### config.mk
export PLATFORM = sky130hd
export DESIGN_NAME = card_bus_arbiter
export DESIGN_NICKNAME = d
export VERILOG_FILES = /design/src/rtl/card_bus_arbiter.sv
export SDC_FILE = /design/constraint.sdc
export NUM_CORES = 1
export LEC_CHECK = 0
export BUFFER_PORTS_ARGS = -buffer_cell sky130_fd_sc_hd__buf_2
export CAP_MARGIN = 20
export CORE_MARGIN = 3
export CORE_UTILIZATION = 40
export DETAILED_ROUTE_END_ITERATION = 16
export PLACE_DENSITY = 0.79
export SYNTH_ARGS = -nofsm -noshare
export SYNTH_HDL_FRONTEND = slang
export SYNTH_SLANG_ARGS = --single-unit
### constraint.sdc
create_clock -name clk_logic -period 1.4 [get_ports clk_logic]
set_input_delay 0 -clock clk_logic [delete_from_list [all_inputs] [get_ports clk_logic]]
set_output_delay 0 -clock clk_logic [all_outputs]
set_load 0.05 [all_outputs]
### src/rtl/card_bus_arbiter.sv
// Shares the Apple II bridge data-out path among slot cards: one grant per phi0, hold-off, then drive.
// Define CARD_ARB_ROUND_ROBIN_EN for round-robin arbitration; fixed priority (index 0 first) otherwise.
module card_bus_arbiter #(
    parameter int NUM_CARDS          = 3,
    parameter int HOLDOFF_CYCLES     = 2,
    parameter int CONFLICT_CNT_WIDTH = 8
) (
    input  logic                          clk_logic,
    input  logic                          device_reset_n,
    input  logic                          phi1_posedge_i,
    input  logic                          phi1_negedge_i,
    input  logic [NUM_CARDS-1:0]          rd_en_i,
    input  logic [NUM_CARDS*8-1:0]        data_i,
    input  logic [7:0]                    passthru_data_i,
    input  logic [NUM_CARDS-1:0]          irq_n_i,
    input  logic [NUM_CARDS-1:0]          irq_mask_i,
    output logic                          data_out_en_o,
    output logic [7:0]                    data_out_o,
    output logic [NUM_CARDS-1:0]          grant_o,
    output logic                          irq_n_o,
    output logic                          conflict_o,
    output logic [CONFLICT_CNT_WIDTH-1:0] conflict_count_o,
    output logic                          busy_o
);

    localparam int unsigned NC    = NUM_CARDS;
    localparam int          CNT_W = (HOLDOFF_CYCLES > 1) ? $clog2(HOLDOFF_CYCLES) : 1;
    localparam logic [CNT_W-1:0] HOLD_LOAD = CNT_W'((HOLDOFF_CYCLES > 0) ? HOLDOFF_CYCLES - 1 : 0);

    typedef enum logic [1:0] {
        IDLE,
        HOLDOFF,
        DRIVE
    } state_t;

    state_t               state_q, state_nx;
    logic [CNT_W-1:0]     hold_q, hold_nx;
    logic [NUM_CARDS-1:0] arb_gnt, grant_nx;
    logic                 arbitrate, conflict_nx;
    logic [7:0]           drive_byte;

    assign arbitrate   = phi1_negedge_i && !phi1_posedge_i;
    assign conflict_nx = arbitrate && ($countones(rd_en_i) > 1);

`ifdef CARD_ARB_ROUND_ROBIN_EN
    localparam int PTR_W = (NUM_CARDS > 1) ? $clog2(NUM_CARDS) : 1;

    logic [PTR_W-1:0] ptr_q, ptr_nx;

    // Winner is the requester at the smallest circular distance past the last grant.
    always_comb begin : rr_pick
        int unsigned best;
        int unsigned dist;
        arb_gnt = '0;
        ptr_nx  = ptr_q;
        best    = NC;
        dist    = 0;
        for (int unsigned k = 0; k < NC; k++) begin
            dist = (k + NC - 32'(ptr_q) - 1) % NC;
            if (rd_en_i[k] && dist < best) begin
                best    = dist;
                arb_gnt = NUM_CARDS'(1) << k;
                ptr_nx  = PTR_W'(k);
            end
        end
    end

    always_ff @(posedge clk_logic) begin
        if (!device_reset_n) begin
            ptr_q <= PTR_W'(NUM_CARDS - 1);
        end else if (arbitrate) begin
            ptr_q <= ptr_nx;
        end
    end
`else
    always_comb begin
        arb_gnt = '0;
        for (int unsigned k = 0; k < NC; k++) begin
            if (rd_en_i[k] && arb_gnt == '0) begin
                arb_gnt = NUM_CARDS'(1) << k;
            end
        end
    end
`endif

    // Priority: phi0 end, then a new phi0 start (re-arbitrate), then early release, then hold-off count.
    always_comb begin
        state_nx = state_q;
        hold_nx  = hold_q;
        grant_nx = grant_o;
        if (phi1_posedge_i) begin
            state_nx = IDLE;
            hold_nx  = '0;
            grant_nx = '0;
        end else if (phi1_negedge_i) begin
            if (rd_en_i == '0) begin
                state_nx = IDLE;
                hold_nx  = '0;
                grant_nx = '0;
            end else begin
                grant_nx = arb_gnt;
                if (HOLDOFF_CYCLES == 0) begin
                    state_nx = DRIVE;
                    hold_nx  = '0;
                end else begin
                    state_nx = HOLDOFF;
                    hold_nx  = HOLD_LOAD;
                end
            end
        end else if (state_q != IDLE && (rd_en_i & grant_o) == '0) begin
            state_nx = IDLE;
            hold_nx  = '0;
            grant_nx = '0;
        end else if (state_q == HOLDOFF) begin
            if (hold_q == '0) begin
                state_nx = DRIVE;
            end else begin
                hold_nx = hold_q - 1'b1;
            end
        end
    end

    always_comb begin
        drive_byte = '0;
        for (int unsigned k = 0; k < NC; k++) begin
            if (grant_nx[k]) begin
                drive_byte = drive_byte | data_i[8*k +: 8];
            end
        end
    end

    // Outputs are registered from the next-state values so they line up with the state register.
    always_ff @(posedge clk_logic) begin
        if (!device_reset_n) begin
            state_q          <= IDLE;
            hold_q           <= '0;
            grant_o          <= '0;
            busy_o           <= 1'b0;
            data_out_en_o    <= 1'b0;
            data_out_o       <= '0;
            conflict_o       <= 1'b0;
            conflict_count_o <= '0;
            irq_n_o          <= 1'b1;
        end else begin
            state_q       <= state_nx;
            hold_q        <= hold_nx;
            grant_o       <= grant_nx;
            busy_o        <= (state_nx != IDLE);
            data_out_en_o <= (state_nx == DRIVE);
            data_out_o    <= (state_nx == DRIVE) ? drive_byte : passthru_data_i;
            conflict_o    <= conflict_nx;
            if (conflict_nx && conflict_count_o != '1) begin
                conflict_count_o <= conflict_count_o + 1'b1;
            end
            irq_n_o <= &(irq_n_i | irq_mask_i);
        end
    end

endmodule
==> run_results.csv <==
group,metric,value,unit
critical_path,crit_type,"reg2reg",
grt,grt_pass1_vias,1408,
critical_path,cp_data_required_time,1620,ps
yosys,synth_cells,144,
grt,grt_pass1_wl,6.56,mm
clocking,cts_made_buffers,3,
final_layout,nets,289,
final_layout,layout-drive-gt1-share,49.4,%
clocking,cts.clk_slew.worst_paths,150,ps
yosys,synth_seq_area_share,40.0,%
yosys,yosysTopAreaCellShare,40.0,%
clocking,clkLatencyLatePin,320,ps
critical_path,endpoint_kind,"flop",
floorplanning,rows,20,
critical_path,arrival,1730,ps
min_path,hold_path_class,"in2reg",
power_and_ir_drop,leakagePower,0.934,nW
place,place.detailed.hpwl,2.76,mm
yosys,synth_top_family_by_area,"simple AND/OR/NAND/NOR gates",
floorplanning,fp.dieArea,3970,sq um
critical_path,startpoint_type,"flop",
yosys,synthSimpleGateAreaFrac,24.1,%
final_layout,n_fill_cell,233,
detailed_routing,vias_per_cell,5.43,
yosys,mappedNetlistNets,191,
detailed_routing,drc_errors,0,
run_status,status,"finished with violations",
critical_path,max_stage_delay,380,ps
final_layout,areaGrowthSynthToFinish,61.8,%
yosys,syn_avg_cell_area,9.04,sq um
critical_path,crit_chain,"or3b_4 -> a211oi_4 -> buf_4 -> mux2i_1 -> nor2_1",
detailed_routing,num_vias,1547,
critical_path,path_buf_inv,1,
sta,finalMaxSlewViolations,0,
grt,grt-ovfl-total,0,
sta,finClkSkew,7.30,ps
yosys,synth_seq_cells,26,
power_and_ir_drop,power_density,735,nW/um^2
detailed_routing,wire_per_inst,14.9,um
place,place.gp.congestion,0.800,
detailed_routing,first_iter_violations,108,
sta,setup_tns,-611,ps
detailed_routing,drt_wl_total,4.25,mm
critical_path,crit_family,"simple AND/OR/NAND/NOR gates",
clocking,clk_path_buf_depth,2,
yosys,synth_warnings,0,
run_status,violations,"setup timing",
power_and_ir_drop,ir_worst_vdd,439,uV
detailed_routing,drtAntennaViolNets,0,
sta,rsz0062_at_grt,"true",
yosys,synth_cell_type_count,41,
yosys,synth_mux_area_share,6.92,%
floorplanning,die_h,63.0,um
yosys,syn_area,1300,sq um
job,maxCapViolCount,0,
sta,hold_viol_final,0,
floorplanning,core_area,3080,sq um
clocking,cts_tree,"yes",
grt,antenna_found_initial,0,
sta,setup_slack,-111,ps
clocking,htreeDepth,1,
sta,fin_crit_sh,108,%
floorplanning,ioPinCount,68,
final_layout,n_antenna_cell,0,
sta,clock.fmax,662,MHz
critical_path,crit_fanout,3,
sta,worst_slew_pin_slew,460,ps
grt,grt_max_degree,16,
sta,slew_headroom,69.1,%
detailed_routing,drt_first_pass_iters,7,
grt,grt.total_usage,20.3,%
sta,timing.hold.ws,37.9,ps
final_layout,postLayoutCoreUtil,68.4,%
clocking,cts-root-buf,"clkbuf_4",
yosys,synth_top_area_cell,"dfxtp_1",
sta,fin_crit,1510,ps
floorplanning,die_w,63.0,um
yosys,synth-xor-area-share,0,%
critical_path,slowest_stage,"or3b_4",
yosys,synth_area_leaders,"dfxtp_1, mux2i_1, a222oi_1",
place,port_buffers,67,
yosys,yosys.area_share.adder,1.92,%
clocking,clock_sinks,26,
floorplanning,initial_core_util,42.3,%
sta,finalSetupViolCount,7,
yosys,synth_compound_area_share,21.9,%
[path summary, 6_finish.rpt]
path | slack, ps | to | startpoint | cells after the start
setup / recovery | -110 | data_out_o[1]$_SDFF_PN0_ | state_q[0]$_SDFF_PN0_ | 5
hold / removal | 40 | data_out_o[3]$_SDFF_PN0_ | data_i[3] | 3
setup reg to reg | -110 | data_out_o[1]$_SDFF_PN0_ | state_q[0]$_SDFF_PN0_ | 5
hold reg to reg | 530 | conflict_count_o[2]$_SDFFE_PN0P_ | conflict_count_o[2]$_SDFFE_PN0P_ | 2
[metal layers]
layer / share of wire, % / track usage [%]
met2: 52 / 37.3
met3: 5.9 / 3.24
met4: 2.7 / 6.06
met5: 0 / 0
met1: 40 / 24.0
[repair_timing]
item                                   4_1_cts  5_1_grt
pin swaps                                    1        3
buffers inserted                             1        1
setup endpoints to repair                   16       19
endpoints found under the hold margin       13        0
hold buffers                                17        0
gates resized for setup                      4       11
[cells in the final DEF (no fill, tap or decap), types with 3 or more instances in the layout]
master and instances:
clkbuf_4 3, mux2i_1 9, buf_4 18, nor2_1 19
a222oi_1 8, inv_1 3, o21ai_0 4, nand2_1 9
dfxtp_4 9, buf_2 66, nand2b_1 4, nand3_1 4
dlygate4sd3_1 17, dfxtp_1 14, dfxtp_2 3, a21oi_1 9
[cell families after synthesis]
family | Yosys count
fa+ha+maj | 2
mux | 9
compound gates | 39
flops | 26
buf+inv | 12
simple gates | 56
[power by group]
group	switching, mW	internal (mW)
Combinational	0.194	0.152
Clock	0.226	0.218
Sequential	0.00961	0.749
[cell type report]
type / count / area, sq um / area share (%)
repair buffers: 102 / 647 / 30.7
clock buffers: 4 / 47.5 / 2.26
multi-input cells: 106 / 787 / 37.4
flip-flops and latches: 26 / 558 / 26.5
well taps: 44 / 55.1 / 2.61
inverters: 3 / 11.3 / 0.535
[worst reg2reg max path, cell delays in order (launching register included)]
cell and delay, ps:
dfxtp_2 360, or3b_4 380, a211oi_4 240, buf_4 180, mux2i_1 210, nor2_1 50
[metrics by stage]
stage	setup WS (ps)	power [mW]	cells	instance area, sq um
6_report	-111	1.55	285	2110
5_1_grt	-188	1.61	285	2110
4_1_cts	-82.4	1.53	284	2050
3_5_place_dp	-108	1.06	262	1810
3_3_place_gp	-74.9	1.05	262	1810
2_1_floorplan	-95.7	0.938	144	1360
[synth_stat cells (all sizes together)]
master and n:
or4 2, nor2b 2, nor3b 3, or2 2, a41o 1, mux2i 9
and4 2, ha 2, a31oi 1, nand3 5, a21oi 12, or3b 1
clkbuf 1, inv 3, dfxtp 26, a32oi 2, o21ai 5, nand3b 3
o41ai 1, o211a 1, or3 1, nand2 9, nand2b 4, o31ai 2
a222oi 8, o211ai 1, o21bai 1, nor2 19, nand4 1, buf 8
a31o 2, a211oi 1, o22ai 1, and3 1, nor4 1
[state kept, by name, summed over array words and instances, names as in the netlist]
signal            flops
hold_q                1
conflict_count_o      8
conflict_o            1
grant_o               3
state_q               2
busy_o                1
irq_n_o               1
data_out_o            8
data_out_en_o         1
Note: power is estimated with default switching activity, not from simulation.
